$ cat src/rtl/serdes_pkg.sv
// Shared receive-path definitions: K28.5 comma codes, word-aligner state
// encoding and a helper that extracts a 10-bit symbol from the 20-bit window.
package serdes_pkg;

    localparam logic [9:0] COMMA_P = 10'b0011111010;  // K28.5, RD-
    localparam logic [9:0] COMMA_N = 10'b1100000101;  // K28.5, RD+

    typedef enum logic [1:0] {
        HUNT   = 2'd0,
        VERIFY = 2'd1,
        LOCKED = 2'd2
    } wa_state_t;

    // Offset k selects window[19-k -: 10]; offsets above 10 return 0.
    function automatic logic [9:0] slice_at(input logic [19:0] win, input logic [3:0] off);
        logic [19:0] sh;
        sh = win >> (5'd10 - {1'b0, off});
        return sh[9:0];
    endfunction

endpackage

$ cat src/rtl/comma_detect_10x.sv
// Combinational K28.5 search across the ten bit offsets of a 20-bit window.
// Reports the lowest matching offset and whether a given offset matches.
module comma_detect_10x #(
    parameter logic [9:0] COMMA_P = 10'b0011111010,
    parameter logic [9:0] COMMA_N = 10'b1100000101
) (
    input  logic [19:0] window,
    input  logic [3:0]  sel_offset,
    output logic        any_hit,
    output logic [3:0]  hit_offset,
    output logic        sel_hit
);

    logic [9:0]  hit_vec;
    logic [15:0] hit_pad;

    for (genvar k = 0; k < 10; k++) begin : g_off
        assign hit_vec[k] = (window[19-k -: 10] == COMMA_P) ||
                            (window[19-k -: 10] == COMMA_N);
    end

    assign any_hit = |hit_vec;
    // Padding keeps out-of-range selects (10..15) reading as no-hit.
    assign hit_pad = {6'b0, hit_vec};
    assign sel_hit = hit_pad[sel_offset];

    always_comb begin
        hit_offset = 4'd0;
        for (int k = 9; k >= 0; k--) begin
            if (hit_vec[k]) hit_offset = 4'(k);
        end
    end

endmodule

$ cat src/rtl/rx_word_aligner.sv
// 10-bit receive word aligner: hunts for K28.5 at any bit offset, verifies and
// locks, then emits symbol-aligned words. WA_ERR_CNT_EN adds the err_cnt port.
module rx_word_aligner #(
    parameter logic [9:0] COMMA_P    = serdes_pkg::COMMA_P,
    parameter logic [9:0] COMMA_N    = serdes_pkg::COMMA_N,
    parameter int         VERIFY_CNT = 3,
    parameter int         LOSS_CNT   = 4
) (
    input  logic       clk,
    input  logic       rst_n,
    input  logic [9:0] par_in,
    input  logic       par_valid,
    output logic [9:0] word_out,
    output logic       word_valid,
    output logic       is_comma,
    output logic       aligned,
    output logic [3:0] align_offset
`ifdef WA_ERR_CNT_EN
    ,
    output logic [7:0] err_cnt
`endif
);

    import serdes_pkg::*;

    localparam logic [3:0] VCNT = 4'(VERIFY_CNT);
    localparam logic [3:0] LCNT = 4'(LOSS_CNT);

    wa_state_t   state, state_nxt;
    logic [3:0]  offset, offset_nxt;
    logic [3:0]  vcnt, vcnt_nxt;
    logic [3:0]  mcnt, mcnt_nxt;
    logic        err_inc;

    logic [9:0]  prev_word;
    logic        primed;
    logic [19:0] window;
    logic [9:0]  slice_nxt;

    logic        any_hit, sel_hit;
    logic [3:0]  hit_offset;

    assign window = {prev_word, par_in};

    comma_detect_10x #(
        .COMMA_P (COMMA_P),
        .COMMA_N (COMMA_N)
    ) u_det (
        .window     (window),
        .sel_offset (offset),
        .any_hit    (any_hit),
        .hit_offset (hit_offset),
        .sel_hit    (sel_hit)
    );

    always_ff @(posedge clk or negedge rst_n) begin
        if (!rst_n) begin
            state  <= HUNT;
            offset <= 4'd0;
            vcnt   <= 4'd0;
            mcnt   <= 4'd0;
        end else begin
            state  <= state_nxt;
            offset <= offset_nxt;
            vcnt   <= vcnt_nxt;
            mcnt   <= mcnt_nxt;
        end
    end

    // Cycles without a comma (or before priming) leave everything untouched.
    always_comb begin
        state_nxt  = state;
        offset_nxt = offset;
        vcnt_nxt   = vcnt;
        mcnt_nxt   = mcnt;
        err_inc    = 1'b0;
        if (par_valid && primed && any_hit) begin
            case (state)
                HUNT: begin
                    offset_nxt = hit_offset;
                    vcnt_nxt   = 4'd1;
                    mcnt_nxt   = 4'd0;
                    state_nxt  = (VCNT == 4'd1) ? LOCKED : VERIFY;
                end
                VERIFY: begin
                    if (sel_hit) begin
                        vcnt_nxt = vcnt + 4'd1;
                        if (vcnt + 4'd1 >= VCNT) begin
                            state_nxt = LOCKED;
                            mcnt_nxt  = 4'd0;
                        end
                    end else begin
                        offset_nxt = hit_offset;
                        vcnt_nxt   = 4'd1;
                        err_inc    = 1'b1;
                    end
                end
                LOCKED: begin
                    if (sel_hit) begin
                        mcnt_nxt = 4'd0;
                    end else begin
                        mcnt_nxt = mcnt + 4'd1;
                        err_inc  = 1'b1;
                        if (mcnt + 4'd1 >= LCNT) begin
                            state_nxt = HUNT;
                            mcnt_nxt  = 4'd0;
                            vcnt_nxt  = 4'd0;
                        end
                    end
                end
                default: state_nxt = HUNT;
            endcase
        end
    end

    // The word that triggers a transition is already cut at the new offset.
    assign slice_nxt = slice_at(window, offset_nxt);

    always_ff @(posedge clk or negedge rst_n) begin
        if (!rst_n) begin
            prev_word  <= 10'd0;
            primed     <= 1'b0;
            word_out   <= 10'd0;
            word_valid <= 1'b0;
            is_comma   <= 1'b0;
        end else begin
            word_valid <= 1'b0;
            if (par_valid) begin
                prev_word <= par_in;
                primed    <= 1'b1;
                if (primed) begin
                    word_out   <= slice_nxt;
                    is_comma   <= (slice_nxt == COMMA_P) || (slice_nxt == COMMA_N);
                    word_valid <= (state_nxt != HUNT);
                end
            end
        end
    end

    assign aligned      = (state == LOCKED);
    assign align_offset = offset;

`ifdef WA_ERR_CNT_EN
    always_ff @(posedge clk or negedge rst_n) begin
        if (!rst_n)                          err_cnt <= 8'd0;
        else if (err_inc && err_cnt != 8'hFF) err_cnt <= err_cnt + 8'd1;
    end
`else
    logic err_inc_unused;
    assign err_inc_unused = err_inc;
`endif

endmodule
$ cat config.mk
export PLATFORM = sky130hd
export DESIGN_NAME = rx_word_aligner
export DESIGN_NICKNAME = d
export VERILOG_FILES = /design/src/rtl/serdes_pkg.sv /design/src/rtl/comma_detect_10x.sv /design/src/rtl/rx_word_aligner.sv
export SDC_FILE = /design/constraint.sdc
export NUM_CORES = 1
export LEC_CHECK = 0
export ABC_CLOCK_PERIOD_IN_PS = 5600
export CAP_MARGIN = 30
export CELL_PAD_IN_SITES_DETAIL_PLACEMENT = 1
export CELL_PAD_IN_SITES_GLOBAL_PLACEMENT = 1
export CORE_ASPECT_RATIO = 1.5
export CORE_MARGIN = 8
export CORE_UTILIZATION = 46
export CTS_CLUSTER_SIZE = 25
export DETAILED_ROUTE_END_ITERATION = 10
export GPL_TIMING_DRIVEN = 0
export PLACE_DENSITY_LB_ADDON = 0.1
export SETUP_SLACK_MARGIN = 0.1
export SLEW_MARGIN = 25
export SYNTH_ARGS = -nofsm -noshare
export SYNTH_HDL_FRONTEND = slang
export SYNTH_HIERARCHICAL = 1
export SYNTH_SLANG_ARGS = --single-unit
$ cat constraint.sdc
create_clock -name clk -period 5.6 [get_ports clk]
set_clock_uncertainty 0.15 [all_clocks]
set_input_delay 0.84 -clock clk [delete_from_list [all_inputs] [get_ports clk]]
set_output_delay 0.84 -clock clk [all_outputs]
set_load 0.05 [all_outputs]
==> flow_summary.toml <==
[run_status]
status = "complete, no violations"

[grt]
grt.total_usage = 0.196
antenna_found_initial = 0
grt_pass1_vias = 3167
grt_pass1_wl_um = 16200
overflow = 0
grt_start_max_net_pins = 22

[worst_hold_path]
min_path_type = "in2async"

[placement]
hpwl_um = 7330
port_buffers = 28
place.gp.congestion = 0.890
pre_cts_slack_ns = -1.55

[route]
wirelength_um = 9680
route.detailed.drc = 0
vias_per_cell = 6.56
via_count = 2920
first_pass_iters = 4
drtIter0Drc = 103
drtAntennaViolNets = 0
routedWlPerCell_um = 21.7

[timing]
worst_slack_ns = 0.317
drv_slew = 0
period_share = 0.943
timing.slew.headroom = 0.623
tightest_slew_ns = 0.561
finalSetupViolations = 0
hold_viol_final = 0
fmax_mhz = 189
min_period_ns = 5.28
rsz0062_at_grt = "no"

[critical_path]
cp_data_arrival_time_ns = 5.36
critPathLaunchType = "input port"
cp-end-kind = "flip-flop"
cp.required_ns = 5.68
critPathKind = "in2reg"
path_max_fanout = 11

[logic_synthesis]
netlist-cell-type-count = 73
synth-edff-count = 0
ys_warn_count = 6
syn_area_um2 = 3300
yosysTopAreaCellShare = 0.280
synthesis.nets = 347
synthTopCellsByArea = "dfrtp_1 (28%), mux4_1 (9.5%), mux4_2 (6.8%)"
ys_async_sr_fraction = 1.00
syn_avg_cell_area_um2 = 10.1
synth_top_area_cell = "dfrtp_1"
seq_area_frac_synth = 0.280
synth_seq_cells = 37
ys.flop_type = "dfrtp_1"
syn-instance-count = 326

[clock_tree]
clock_latency_ns = 0.30
cts_tree = "done"
cts_sinks = 37
cts.root.buffer_cell = "clkbuf_8"
clk_path_buf_depth = 2
path_clk_slew_ns = 0.08
cts_buffers = 5
h-tree-depth = 2

[floorplanning]
dieArea_um2 = 10200
core-area_um2 = 7080
rows = 38
start_util = 0.466
die_w_um = 85.2
io_pins = 30
die-height_um = 120

[power]
p_leak_uw = 0.00165
ir_worst_vdd_v = 0.000128
combPwrFrac = 0.321
p_clk_frac = 0.253
switchingPower_uw = 285
p_int_uw = 477
finalPower_uw = 763
netSwitchingFraction = 0.374
seqPwrFrac = 0.426
power_density_nw_per_um2 = 195

[finish]
regArea_um2 = 926
area_growth_pct = 18.2
multi_input_area_um2 = 2330
layout.nets = 385
fill_cells = 790
diodes = 0
layout-drive-gt1-share = 0.241

[flow_run]
drv_cap = 0
-- power by group through the flow --
| stage | combinational [uW] | clock (uW) | sequential (uW) |
|---|---|---|---|
| 6_report | 245 | 193 | 325 |
| 5_1_grt | 265 | 208 | 328 |
| 4_1_cts | 245 | 201 | 324 |
| 3_5_place_dp | 241 | 0 | 329 |
| 3_3_place_gp | 233 | 0 | 328 |
| 2_1_floorplan | 128 | 0 | 353 |
-- final cells by class --
type                            instances  area share
Buffer                                 16      0.0289
Clock buffer                            5      0.0176
Clock inverter                          3     0.00449
Inverter                               10      0.0109
Multi-Input combinational cell        262       0.597
Sequential cell                        37       0.237
Tap cell                               80      0.0256
Timing Repair Buffer                   32      0.0782
-- metal layers --
metal  up-vias  GRT usage  routed length (um)
met4         0     0.0694                 208
met2        61      0.375                5380
li1       1350          -                   -
met1      1491      0.209                3810
met3        18     0.0281                 285
met5         -          0                   0
-- stage by stage --
| step | utilization | cells | instance area [um^2] | TNS (ns) | hold WS (ns) |
|---|---|---|---|---|---|
| after floorplan | - | 326 | 3310 | 0 | 0.320 |
| after global placement | 0.521 | 434 | 3690 | -10.38 | 0.310 |
| after detailed placement | 0.524 | 435 | 3710 | -12.41 | 0.321 |
| after CTS | 0.546 | 445 | 3870 | 0 | 0.330 |
| after global routing | 0.551 | 445 | 3900 | 0 | 0.353 |
| final | 0.551 | 445 | 3900 | 0 | 0.331 |
-- state kept, by name, indices dropped and copies added (netlist names) --
| register | cells |
|---|---|
| is_comma | 1 |
| word_valid | 1 |
| primed | 1 |
| vcnt | 4 |
| word_out | 10 |
| mcnt | 4 |
| state | 2 |
| prev_word | 10 |
| align_offset | 4 |
-- synthesized netlist by cell type (all sizes together), types with 4 or more instances --
cell	number
nand4	9
o21a	6
dfrtp	37
mux4	22
clkbuf	10
nand4b	5
a31oi	7
mux2	12
a21oi	5
mux2i	10
inv	9
nor2b	8
o22ai	5
o31ai	4
nand2	35
nor3	10
o21ai	18
nand3	7
nor2	20
buf	7
ha	8
and3	4
-- path summary, 6_finish.rpt --
check	to	slack, ns	depth (start not counted)	start
max in group asynchronous	align_offset[1]	4.50	2	rst_n
worst max-delay path	is_comma	0.32	22	par_in[6]
min in group clk	word_out[5]	0.33	2	word_out[5]
worst min register to register	word_out[5]	0.33	2	word_out[5]
worst min-delay path	word_out[9]	0.33	1	rst_n
worst max register to register	is_comma	0.48	22	prev_word[0]
-- placed cells by master (no fill, tap or decap), types with 4 or more instances in the layout --
cell type        instances
clkbuf_8                 6
mux4_1                  11
clkbuf_1                 5
dfrtp_1                 37
nor2_1                  18
o31ai_1                  4
and3_1                   4
nor3_1                   8
o22ai_1                  5
nand2_1                 35
nand4_1                  9
mux2_2                  12
nor2b_1                  8
mux2i_1                  9
o21a_1                   5
clkdlybuf4s50_1         19
inv_1                    8
mux4_2                  11
a21oi_1                  5
o21ai_0                 16
a31oi_1                  7
ha_1                     7
buf_2                    6
nand4b_1                 5
buf_4                    5
nand3_1                  7
-- critical path, stage by stage --
cell	delay [ns]
clkdlybuf4s15_2	0.26
buf_6	0.17
nand4b_1	0.17
nor4b_2	0.23
and3_1	0.21
a311oi_1	0.06
a2111o_1	0.45
a32oi_4	0.24
nor2b_1	0.12
o211a_1	0.27
nor2_4	0.19
inv_4	0.09
buf_8	0.16
ha_4	0.28
inv_4	0.11
clkbuf_8	0.18
mux4_2	0.35
mux2i_4	0.19
mux2_2	0.23
nand4_1	0.09
or3_1	0.33
o211ai_2	0.14
-- timing repair --
action                     in CTS  in global routing
hold buffers                    0                  0
buffers inserted                3                  0
pin swaps                       4                  1
resized for setup              38                 14
setup endpoints to repair      11                  6
-- cells by family (layout without fill, tap and decap cells) --
kind of cell,Yosys count,after routing,share of synthesized area
flops,37,37,0.280
fa+ha+maj,8,8,0.0303
xor+xnor,3,3,0.00796
compound gates,70,70,0.156
simple gates,137,137,0.245
buf+inv,27,66,0.0417
mux,44,44,0.239
Note: power is estimated with default switching activity, not from simulation.
